$ cat src/rtl/clkgen_pkg.sv
// Shared types and default widths for the multi-channel clock generator.
package clkgen_pkg;

  typedef enum logic [1:0] {
    IDLE,
    RUN,
    DONE
  } chan_state_e;

  localparam int unsigned NUM_CH_DEF  = 4;
  localparam int unsigned DIV_W_DEF   = 8;
  localparam int unsigned BURST_W_DEF = 8;
  localparam int unsigned DIV_RST_DEF = 0;

  // Channel-select width; a single channel still needs a 1-bit select.
  function automatic int unsigned ch_width(input int unsigned n);
    return (n > 1) ? $clog2(n) : 1;
  endfunction

endpackage

$ cat src/rtl/clkgen_if.sv
// Configuration/enable and clock-output bundle for clkgen_multi.
interface clkgen_if #(
  parameter int unsigned NUM_CH  = clkgen_pkg::NUM_CH_DEF,
  parameter int unsigned DIV_W   = clkgen_pkg::DIV_W_DEF,
  parameter int unsigned BURST_W = clkgen_pkg::BURST_W_DEF
);
  localparam int unsigned CH_W = clkgen_pkg::ch_width(NUM_CH);

  logic               cfg_we;
  logic [CH_W-1:0]    cfg_ch;
  logic [DIV_W-1:0]   cfg_div;
  logic [BURST_W-1:0] cfg_burst;
  logic [NUM_CH-1:0]  ch_en;
  logic [NUM_CH-1:0]  clk_out;
  logic [NUM_CH-1:0]  tick;
  logic [NUM_CH-1:0]  busy;
  logic [NUM_CH-1:0]  done;

  modport master (
    output cfg_we, cfg_ch, cfg_div, cfg_burst, ch_en,
    input  clk_out, tick, busy, done
  );

  modport slave (
    input  cfg_we, cfg_ch, cfg_div, cfg_burst, ch_en,
    output clk_out, tick, busy, done
  );

endinterface

$ cat src/rtl/clkgen_chan.sv
// One divided-clock channel: IDLE/RUN/DONE FSM, half-period counter,
// divide/burst shadows and the registered clock/tick outputs.
module clkgen_chan
  import clkgen_pkg::*;
#(
  parameter int unsigned DIV_W   = DIV_W_DEF,
  parameter int unsigned BURST_W = BURST_W_DEF,
  parameter int unsigned DIV_RST = DIV_RST_DEF
) (
  input  logic               clk,
  input  logic               rst,
  input  logic               sync_i,
  input  logic               wr_i,
  input  logic [DIV_W-1:0]   div_i,
  input  logic [BURST_W-1:0] burst_i,
  input  logic               en_i,
  output logic               clk_o,
  output logic               tick_o,
  output logic               busy_o,
  output logic               done_o
);

  chan_state_e        state_q, state_d;
  logic [DIV_W-1:0]   cnt_q, cnt_d;
  logic [DIV_W-1:0]   div_act_q, div_act_d;
  logic [BURST_W-1:0] rem_q, rem_d;
  logic               clk_q, clk_d;
  logic               tick_q, tick_d;
  logic [DIV_W-1:0]   div_sh_q, div_sh_d;
  logic [BURST_W-1:0] burst_sh_q, burst_sh_d;

  logic [DIV_W-1:0]   div_nx;
  logic [BURST_W-1:0] burst_nx;
  logic               terminal;

  // A write landing on the same cycle as a load/reload bypasses the shadow.
  assign div_nx   = wr_i ? div_i : div_sh_q;
  assign burst_nx = wr_i ? burst_i : burst_sh_q;
  assign terminal = (cnt_q == div_act_q);

  always_ff @(posedge clk) begin
    if (rst) begin
      state_q    <= IDLE;
      cnt_q      <= '0;
      div_act_q  <= DIV_W'(DIV_RST);
      rem_q      <= '0;
      clk_q      <= 1'b0;
      tick_q     <= 1'b0;
      div_sh_q   <= DIV_W'(DIV_RST);
      burst_sh_q <= '0;
    end else begin
      state_q    <= state_d;
      cnt_q      <= cnt_d;
      div_act_q  <= div_act_d;
      rem_q      <= rem_d;
      clk_q      <= clk_d;
      tick_q     <= tick_d;
      div_sh_q   <= div_sh_d;
      burst_sh_q <= burst_sh_d;
    end
  end

  // remaining==0 in RUN means free-run; the last burst toggle leaves it at 0 in DONE.
  always_comb begin
    state_d = state_q;
    if (!en_i) begin
      state_d = IDLE;
    end else begin
      unique case (state_q)
        IDLE:    state_d = RUN;
        RUN:     if (!sync_i && terminal && (rem_q == BURST_W'(1))) state_d = DONE;
        DONE:    state_d = DONE;
        default: state_d = IDLE;
      endcase
    end
  end

  always_comb begin
    cnt_d      = cnt_q;
    div_act_d  = div_act_q;
    rem_d      = rem_q;
    clk_d      = clk_q;
    tick_d     = 1'b0;
    div_sh_d   = div_nx;
    burst_sh_d = burst_nx;
    busy_o     = (state_q == RUN);
    done_o     = (state_q == DONE);
    clk_o      = clk_q;
    tick_o     = tick_q;
    if (!en_i) begin
      cnt_d = '0;
      clk_d = 1'b0;
    end else begin
      unique case (state_q)
        IDLE: begin
          cnt_d     = '0;
          clk_d     = 1'b0;
          div_act_d = div_nx;
          rem_d     = burst_nx;
        end
        RUN: begin
          if (sync_i) begin
            cnt_d     = '0;
            clk_d     = 1'b0;
            div_act_d = div_nx;
            rem_d     = burst_nx;
          end else if (terminal) begin
            cnt_d     = '0;
            clk_d     = ~clk_q;
            tick_d    = 1'b1;
            div_act_d = div_nx;
            if (rem_q != '0) rem_d = rem_q - BURST_W'(1);
          end else begin
            cnt_d = cnt_q + DIV_W'(1);
          end
        end
        DONE:    ;
        default: ;
      endcase
    end
  end

endmodule

$ cat src/rtl/clkgen_multi.sv
// NUM_CH independent divided clocks from one system clock. Defining
// CLKGEN_SYNC_EN adds a 'sync' input that phase-aligns all running channels.
module clkgen_multi
  import clkgen_pkg::*;
#(
  parameter int unsigned NUM_CH  = NUM_CH_DEF,
  parameter int unsigned DIV_W   = DIV_W_DEF,
  parameter int unsigned BURST_W = BURST_W_DEF,
  parameter int unsigned DIV_RST = DIV_RST_DEF
) (
  input logic     clk,
  input logic     rst,
`ifdef CLKGEN_SYNC_EN
  input logic     sync,
`endif
  clkgen_if.slave bus
);

  localparam int unsigned CH_W = ch_width(NUM_CH);

  logic              sync_w;
  logic [NUM_CH-1:0] wr_sel;

`ifdef CLKGEN_SYNC_EN
  assign sync_w = sync;
`else
  assign sync_w = 1'b0;
`endif

  // Select values at or beyond NUM_CH match no channel and are dropped.
  always_comb begin
    wr_sel = '0;
    for (int unsigned i = 0; i < NUM_CH; i++) begin
      wr_sel[i] = bus.cfg_we && (bus.cfg_ch == CH_W'(i));
    end
  end

  for (genvar g = 0; g < NUM_CH; g++) begin : g_chan
    clkgen_chan #(
      .DIV_W   (DIV_W),
      .BURST_W (BURST_W),
      .DIV_RST (DIV_RST)
    ) u_chan (
      .clk     (clk),
      .rst     (rst),
      .sync_i  (sync_w),
      .wr_i    (wr_sel[g]),
      .div_i   (bus.cfg_div),
      .burst_i (bus.cfg_burst),
      .en_i    (bus.ch_en[g]),
      .clk_o   (bus.clk_out[g]),
      .tick_o  (bus.tick[g]),
      .busy_o  (bus.busy[g]),
      .done_o  (bus.done[g])
    );
  end

endmodule

$ cat src/flat_wrapper.sv
// flat-port wrapper written by rule: the top's interface ports become plain ports
module clkgen_multi_flat import clkgen_pkg::*;
#(
  parameter int unsigned NUM_CH  = NUM_CH_DEF,
  parameter int unsigned DIV_W   = DIV_W_DEF,
  parameter int unsigned BURST_W = BURST_W_DEF,
  parameter int unsigned DIV_RST = DIV_RST_DEF
)
  (clk, rst, bus_cfg_we, bus_cfg_ch, bus_cfg_div, bus_cfg_burst, bus_ch_en, bus_clk_out, bus_tick, bus_busy, bus_done);
  clkgen_if #(.NUM_CH(NUM_CH), .DIV_W(DIV_W), .BURST_W(BURST_W)) bus_i ();
  input logic clk;
  input logic rst;
  input wire logic [$bits(bus_i.cfg_we)-1:0] bus_cfg_we;
  input wire logic [$bits(bus_i.cfg_ch)-1:0] bus_cfg_ch;
  input wire logic [$bits(bus_i.cfg_div)-1:0] bus_cfg_div;
  input wire logic [$bits(bus_i.cfg_burst)-1:0] bus_cfg_burst;
  input wire logic [$bits(bus_i.ch_en)-1:0] bus_ch_en;
  output wire logic [$bits(bus_i.clk_out)-1:0] bus_clk_out;
  output wire logic [$bits(bus_i.tick)-1:0] bus_tick;
  output wire logic [$bits(bus_i.busy)-1:0] bus_busy;
  output wire logic [$bits(bus_i.done)-1:0] bus_done;
  assign bus_i.cfg_we = bus_cfg_we;
  assign bus_i.cfg_ch = bus_cfg_ch;
  assign bus_i.cfg_div = bus_cfg_div;
  assign bus_i.cfg_burst = bus_cfg_burst;
  assign bus_i.ch_en = bus_ch_en;
  assign bus_clk_out = bus_i.clk_out;
  assign bus_tick = bus_i.tick;
  assign bus_busy = bus_i.busy;
  assign bus_done = bus_i.done;
  clkgen_multi #(.NUM_CH(NUM_CH), .DIV_W(DIV_W), .BURST_W(BURST_W), .DIV_RST(DIV_RST)) u_core (.clk(clk), .rst(rst), .bus(bus_i));
endmodule
$ cat config.mk
export PLATFORM = sky130hd
export DESIGN_NAME = clkgen_multi_flat
export DESIGN_NICKNAME = d
export VERILOG_FILES = /design/src/rtl/clkgen_pkg.sv /design/src/rtl/clkgen_if.sv /design/src/rtl/clkgen_chan.sv /design/src/rtl/clkgen_multi.sv /design/src/flat_wrapper.sv
export SDC_FILE = /design/constraint.sdc
export NUM_CORES = 1
export LEC_CHECK = 0
export ABC_CLOCK_PERIOD_IN_PS = 2000
export CAP_MARGIN = 0
export CORE_MARGIN = 8
export CORE_UTILIZATION = 28
export DETAILED_ROUTE_END_ITERATION = 10
export PLACE_DENSITY = 0.44
export SYNTH_ARGS = -nofsm -noshare
export SYNTH_HDL_FRONTEND = slang
export SYNTH_SLANG_ARGS = --single-unit
export TNS_END_PERCENT = 100
$ cat constraint.sdc
create_clock -name clk -period 2 [get_ports clk]
set_input_delay 0.5 -clock clk [delete_from_list [all_inputs] [get_ports clk]]
set_output_delay 0.5 -clock clk [all_outputs]
set_load 0.02 [all_outputs]
=== Word-level counts from Yosys, hierarchy flattened ===
Cells that the tools add are included.

* Bits in registers: 176
* Input bits: 25

* Add/subtract/negate cells: 8
* Eq/ne operators: 31
* Muxes and demuxes: 56
* Bitwise operators: 12
* Reductions and logical operators: 41

{| class="wikitable"
|+ Operators by type and width
! kind !! number
|-
| two-way mux 8 bit || 24
|-
| one-hot mux 8 bit (2 select lines) || 12
|-
| adder 8 x 1 -> 8 bit, second input constant || 4
|-
| == test 8 x 1 -> 1 bit, second input constant || 4
|-
| == test 8 bit || 4
|-
| nonzero test 8 bit || 4
|-
| subtractor 8 x 1 -> 8 bit, second input constant || 4
|-
| != test 2 x 1 -> 1 bit, second input constant || 12
|-
| one-hot mux 2 bit (3 select lines) || 4
|-
| AND reduction 4 bit || 4
|-
| == test 2 bit, second input constant || 6
|-
| inverter 1 bit || 12
|-
| AND reduction 3 bit || 4
|-
| OR reduction 3 bit || 4
|-
| == test 2 x 1 -> 1 bit, second input constant || 5
|-
| logical NOT 2 bit || 5
|-
| logical AND 1 bit || 8
|-
| two-way mux 1 bit || 8
|-
| two-way mux 2 bit || 4
|-
| one-hot mux 1 bit (2 select lines) || 4
|-
| AND reduction 2 bit || 4
|-
| nonzero test 2 bit || 4
|-
| OR reduction 2 bit || 4
|}

=== Depth between registers and ports, before layout ===
* Word-level depth: 5
* Mapped depth: 8

=== By module ===
From an unflattened synthesis, not the netlist that was laid out.

* Cell total of the unflattened synthesis: 933
* Area total of the unflattened synthesis: 8687.1 sq um

{| class="wikitable"
|+ Modules (own cells, without submodules)
! module !! times used !! cells an instance !! area an instance (sq um) !! seq. area each (sq um)
|-
| clkgen_chan (u_core.g_chan[1].u_chan ...) || 2 || 231 || 2167.1 || 880.8
|-
| clkgen_chan (u_core.g_chan[0].u_chan) || 1 || 229 || 2155.8 || 880.8
|-
| clkgen_chan (u_core.g_chan[3].u_chan) || 1 || 237 || 2155.8 || 880.8
|-
| clkgen_multi || 1 || 5 || 41.3 || 0.0
|}

=== Worst setup path before layout ===
Ideal clock, no wire load.

* Path kind: input to register
* From: input port bus_cfg_ch[0]
* To: register u_core.g_chan[0].u_chan.div_act_q[0]
* Setup time: 0.121 ns
* Data arrival time: 1.939 ns
* Data required time: 1.879 ns
* Slack: -0.060 ns
* Cell stages on the path: 7
* Cells stage by stage: clkbuf_1 -> or3b_2 -> clkbuf_1 -> clkbuf_1 -> nand2_1 -> a21oi_1 -> mux2_2

* Longest elaborated chain between the ends: 5

{| class="wikitable"
|+ RTL lines
! what !! RTL line !! source
|-
| start, declared || flat_wrapper.sv:14 || <nowiki>input wire logic [$bits(bus_i.cfg_ch)-1:0] bus_cfg_ch;</nowiki>
|-
| logical NOT 2 bit (*) || clkgen_multi.sv:34 || <nowiki>wr_sel[i] = bus.cfg_we && (bus.cfg_ch == CH_W'(i));</nowiki>
|-
| logical AND 1 bit (*) || clkgen_multi.sv:34 ||
|-
| two-way mux 8 bit (*) || clkgen_chan.sv:37 || <nowiki>assign div_nx = wr_i ? div_i : div_sh_q;</nowiki>
|-
| two-way mux 8 bit || clkgen_chan.sv:107 || <nowiki>end else if (terminal) begin</nowiki>
|-
| one-hot mux 8 bit (2 select lines) (*) || clkgen_chan.sv:94 || <nowiki>unique case (state_q)</nowiki>
|-
| end signal, assigned || clkgen_chan.sv:45 || <nowiki>div_act_q <= DIV_W'(DIV_RST);</nowiki>
|-
| end signal, assigned || clkgen_chan.sv:54 || <nowiki>div_act_q <= div_act_d;</nowiki>
|-
| end, declared || clkgen_chan.sv:25 || <nowiki>logic [DIV_W-1:0] div_act_q, div_act_d;</nowiki>
|}

Mark *: on every way between the ends. The rest lies on a longest branch, timed or not. The select of a mux whose other input is x is not followed.
A chain may end at the register's enable or synchronous reset.

=== Final worst setup path ===
* From: register u_core.g_chan[1].u_chan.cnt_q[4]
* To: register u_core.g_chan[1].u_chan.div_act_q[1]

* Longest elaborated chain between the ends: 3

{| class="wikitable"
|+ RTL lines
! what !! RTL line !! source
|-
| start, declared || clkgen_chan.sv:24 || <nowiki>logic [DIV_W-1:0] cnt_q, cnt_d;</nowiki>
|-
| start signal, assigned || clkgen_chan.sv:53 || <nowiki>cnt_q <= cnt_d;</nowiki>
|-
| == test 8 bit || clkgen_chan.sv:39 || <nowiki>assign terminal = (cnt_q == div_act_q);</nowiki>
|-
| != test 2 x 1 -> 1 bit (no source line) || -- ||
|-
| AND reduction 3 bit (no source line) || -- ||
|-
| end signal, assigned || clkgen_chan.sv:45 ||
|-
| end signal, assigned || clkgen_chan.sv:54 ||
|-
| end, declared || clkgen_chan.sv:25 ||
|}

No other way between the ends.

==> metrics.csv <==
metric,value,unit
worstPathRequired,2.32,ns
rr_worst_depth,6,
cts.clk_slew.worst_paths,0.07,ns
vias,7205,
antenna_found_initial,0,
finalSetupViolCount,0,
drv_slew,0,
pwr-share-clk,40.0,%
tightestPinTransition,0.565,ns
dieArea,0.0368,mm²
whs_path_depth,2,
tritoncts,yes,
internal_power,6.30,mW
worstPathMaxFanout,8,
dr.pass1.iters,4,
grt_pass1_wl,37.0,mm
clock.fmax,0.516,GHz
cts_buffers,17,
ys_ff_latch,176,
post-route-drc-count,0,
grt_use_total,12.5,%
slowest_stage,a211o_2,
ys.flop_type,dfxtp_1,
final_util,35.9,%
grt_pass1_vias,7263,
cts_buffer_depth,2,
fin_crit,1.94,ns
synth-async-reset-ratio,0,%
synth_area_per_cell,8.74,µm²
hold_violations,0,
io_pins,41,
fin_tns_setup,0,ns
yosysWarnings,0,
min_path_type,reg2reg,
coreArea,0.0305,mm²
clock-sinks,176,
fp.dieH,192,µm
stdcell_area,0.0110,mm²
clockRootBuffer,clkbuf_16,
initial_core_util,28.3,%
gp_congestion,0.774,
synth.distinct_cells,70,
grt_overflow,0,
place_hpwl,16.6,mm
r2r-start,u_core.g_chan[1].u_chan.cnt_q[4]$_SDFFE_PP0N_,
synth_edf_count,0,
switching_share,27.8,%
syn_inst,989,
die_width,192,µm
netlist_area,0.00865,mm²
hp-start,u_core.g_chan[1].u_chan.div_sh_q[5]$_SDFF_PP0_,
crit_type,reg2reg,
hold_buffers,0,
portBuffers,40,
irDropWorstVdd,0.633,mV
power.switching,2.43,mW
drv_cap,0,
cp.arrival,2.26,ns
fin_skew,0.0117,ns
drt-initial-drc-count,342,
crit_path_max_incr_delay,0.44,ns
outcome,finished clean,
drt-total-wl,22.6,mm
min_to,u_core.g_chan[1].u_chan.div_sh_q[5]$_SDFF_PP0_,
ys_seq_area_share,40.7,%
htree_levels,4,
path_cells,xor2_1 -> nor4_2 -> buf_4 -> nand2_4 -> a211o_2 -> mux2_1,
grt_max_degree,47,
antenna_left,0,
p_leak,4.64,nW
routed_via_density,4.72,
rsz0062_at_grt,yes,
relSlewSlack,62.3,%
finalPower,8.73,mW
seq_power_share,42.4,%
start_kind,flip-flop,
worstReg2RegEnd,u_core.g_chan[1].u_chan.div_act_q[1]$_SDFFE_PP0P_,
synth_nets,1042,
comb_power_share,17.5,%
drive_above_1_share,20.2,%
place_area,0.0103,mm²
routedWlPerCell,14.8,µm
insertion_delay,0.43,ns
nets,1171,
crit_path_end_kind,flip-flop,
syn2layout_area_growth,26.7,%
fin_crit_sh,96.9,%
p_per_area,797,mW/mm²
rrSetupSlack,0.06,ns
rows,64,
antennaDiodeCount,0,
-- power groups by stage --
stage	Sequential (mW)	Combinational [mW]	Clock, mW
floorplan	3.77	0.890	0
global placement	3.79	1.51	0
detailed placement	3.79	1.50	0
CTS	3.71	1.50	3.63
global route	3.72	1.69	3.76
finish	3.71	1.53	3.49
-- cell usage after synthesis, types with 6 or more instances --
cell,instances,share of area (%)
nor2b_1,29,2.1
nand4_1,8,0.58
mux2i_1,42,4.9
xnor2_1,21,2.1
inv_1,28,1.2
nor2_1,80,3.5
a31oi_1,17,1.2
a32o_1,6,0.69
clkbuf_1,29,1.3
a41oi_1,6,0.61
and2b_1,7,0.61
a21o_1,8,0.69
ha_1,28,4.1
xor2_1,21,2.1
mux2_4,8,1.4
a21oi_1,49,2.8
o21ai_0,34,2.0
nor3b_1,11,0.96
nor4_1,12,0.87
and2_1,8,0.58
dfxtp_1,176,41
nand3_1,26,1.5
and3_1,15,1.1
buf_4,16,1.4
nand2_1,144,6.3
or3_1,12,0.87
nor3_1,17,0.98
o31ai_1,6,0.52
o32ai_1,12,1.2
mux2_2,24,3.1
-- logic make-up after synthesis --
group           after synthesis  synth area share [%]
mux                          75                  9.51
flops                       176                  40.7
simple gates                405                  23.3
compound gates              176                  13.3
buf+inv                      87                  4.85
xor+xnor                     42                  4.25
fa+ha+maj                    28                  4.05
-- registers in the layout, indices dropped and copies added, names as in the netlist --
signal,flops
u_core.g_chan.u_chan.tick_o,4
u_core.g_chan.u_chan.clk_o,4
u_core.g_chan.u_chan.div_act_q,32
u_core.g_chan.u_chan.rem_q,32
u_core.g_chan.u_chan.state_q,8
u_core.g_chan.u_chan.burst_sh_q,32
u_core.g_chan.u_chan.cnt_q,32
u_core.g_chan.u_chan.div_sh_q,32
-- worst max path at each step --
stage	start	to	slack (ns)	depth (start not counted)
final	u_core.g_chan[1].u_chan.cnt_q[4]$_SDFFE_PP0N_	u_core.g_chan[1].u_chan.div_act_q[1]$_SDFFE_PP0P_	0.06	6
after global routing	u_core.g_chan[1].u_chan.cnt_q[4]$_SDFFE_PP0N_	u_core.g_chan[1].u_chan.rem_q[7]$_SDFFE_PP0P_	-0.06	6
after CTS	u_core.g_chan[1].u_chan.div_act_q[5]$_SDFFE_PP0P_	u_core.g_chan[1].u_chan.rem_q[4]$_SDFFE_PP0P_	-0.02	6
after detailed placement	bus_cfg_we	u_core.g_chan[0].u_chan.div_act_q[7]$_SDFFE_PP0P_	-0.34	7
after global placement	bus_cfg_we	u_core.g_chan[0].u_chan.div_act_q[4]$_SDFFE_PP0P_	-0.32	7
after floorplan	bus_cfg_ch[0]	u_core.g_chan[2].u_chan.rem_q[0]$_SDFFE_PP0P_	0.002	8
-- critical path, delay by kind of cell, from the launching register on --
kind,cells,cell delay [ns]
flops,1,0.36
compound gates,1,0.44
xor+xnor,1,0.15
buf+inv,1,0.19
simple gates,2,0.36
mux,1,0.33
-- per-stage QoR --
step / cells / setup WS (ns) / hold slack (ns)
after floorplan: 989 / 0.00177 / 0.434
after global placement: 1490 / -0.324 / 0.446
after detailed placement: 1490 / -0.336 / 0.453
after CTS: 1522 / -0.0174 / 0.463
after global routing: 1527 / -0.0554 / 0.476
final: 1527 / 0.0627 / 0.457
-- area by class of cell --
cell class	count	area [µm²]
Inverter	29	109
Multi-Input combinational cell	726	4760
Clock buffer	18	429
Fill cell	3156	19600
Clock inverter	14	181
Tap cell	396	495
Timing Repair Buffer	168	1450
Sequential cell	176	3530
-- layout by cell type, fill, tap and decap left out, types with 5 or more instances in the layout --
master and n:
nor2b_1 29, mux2_4 8, o31ai_1 6, buf_12 8, o32ai_1 12, nor2_1 80, dfxtp_1 172, clkinvlp_4 6
nand2_1 144, or3_1 12, nor3b_1 11, a31oi_1 17, and2b_1 7, buf_4 118, xnor2_1 21, a32o_1 6
a21oi_1 49, ha_1 26, a41oi_1 5, and2_1 8, clkbuf_16 17, clkdlybuf4s50_1 31, mux2i_1 42, nand3_1 24
o21ai_0 34, and3_1 15, inv_1 28, mux2_2 24, nand4_1 8, nor4_1 12, nor3_1 17, a21o_1 8
xor2_1 21
-- per-layer routing --
| layer | vias up | GRT usage (%) | wire length (µm) |
|---|---|---|---|
| met5 | - | 0 | 0 |
| li1 | 3725 | - | - |
| met3 | 10 | 2.49 | 930 |
| met1 | 3371 | 17.5 | 11600 |
| met4 | 0 | 2.96 | 187 |
| met2 | 99 | 19.6 | 9910 |
-- what timing repair did --
item                       CTS  global route
setup endpoints to repair   14            30
gates resized for setup     17            21
buffers inserted             0             5
pin swaps                    0            13
Note: power is estimated with default switching activity, not from simulation.
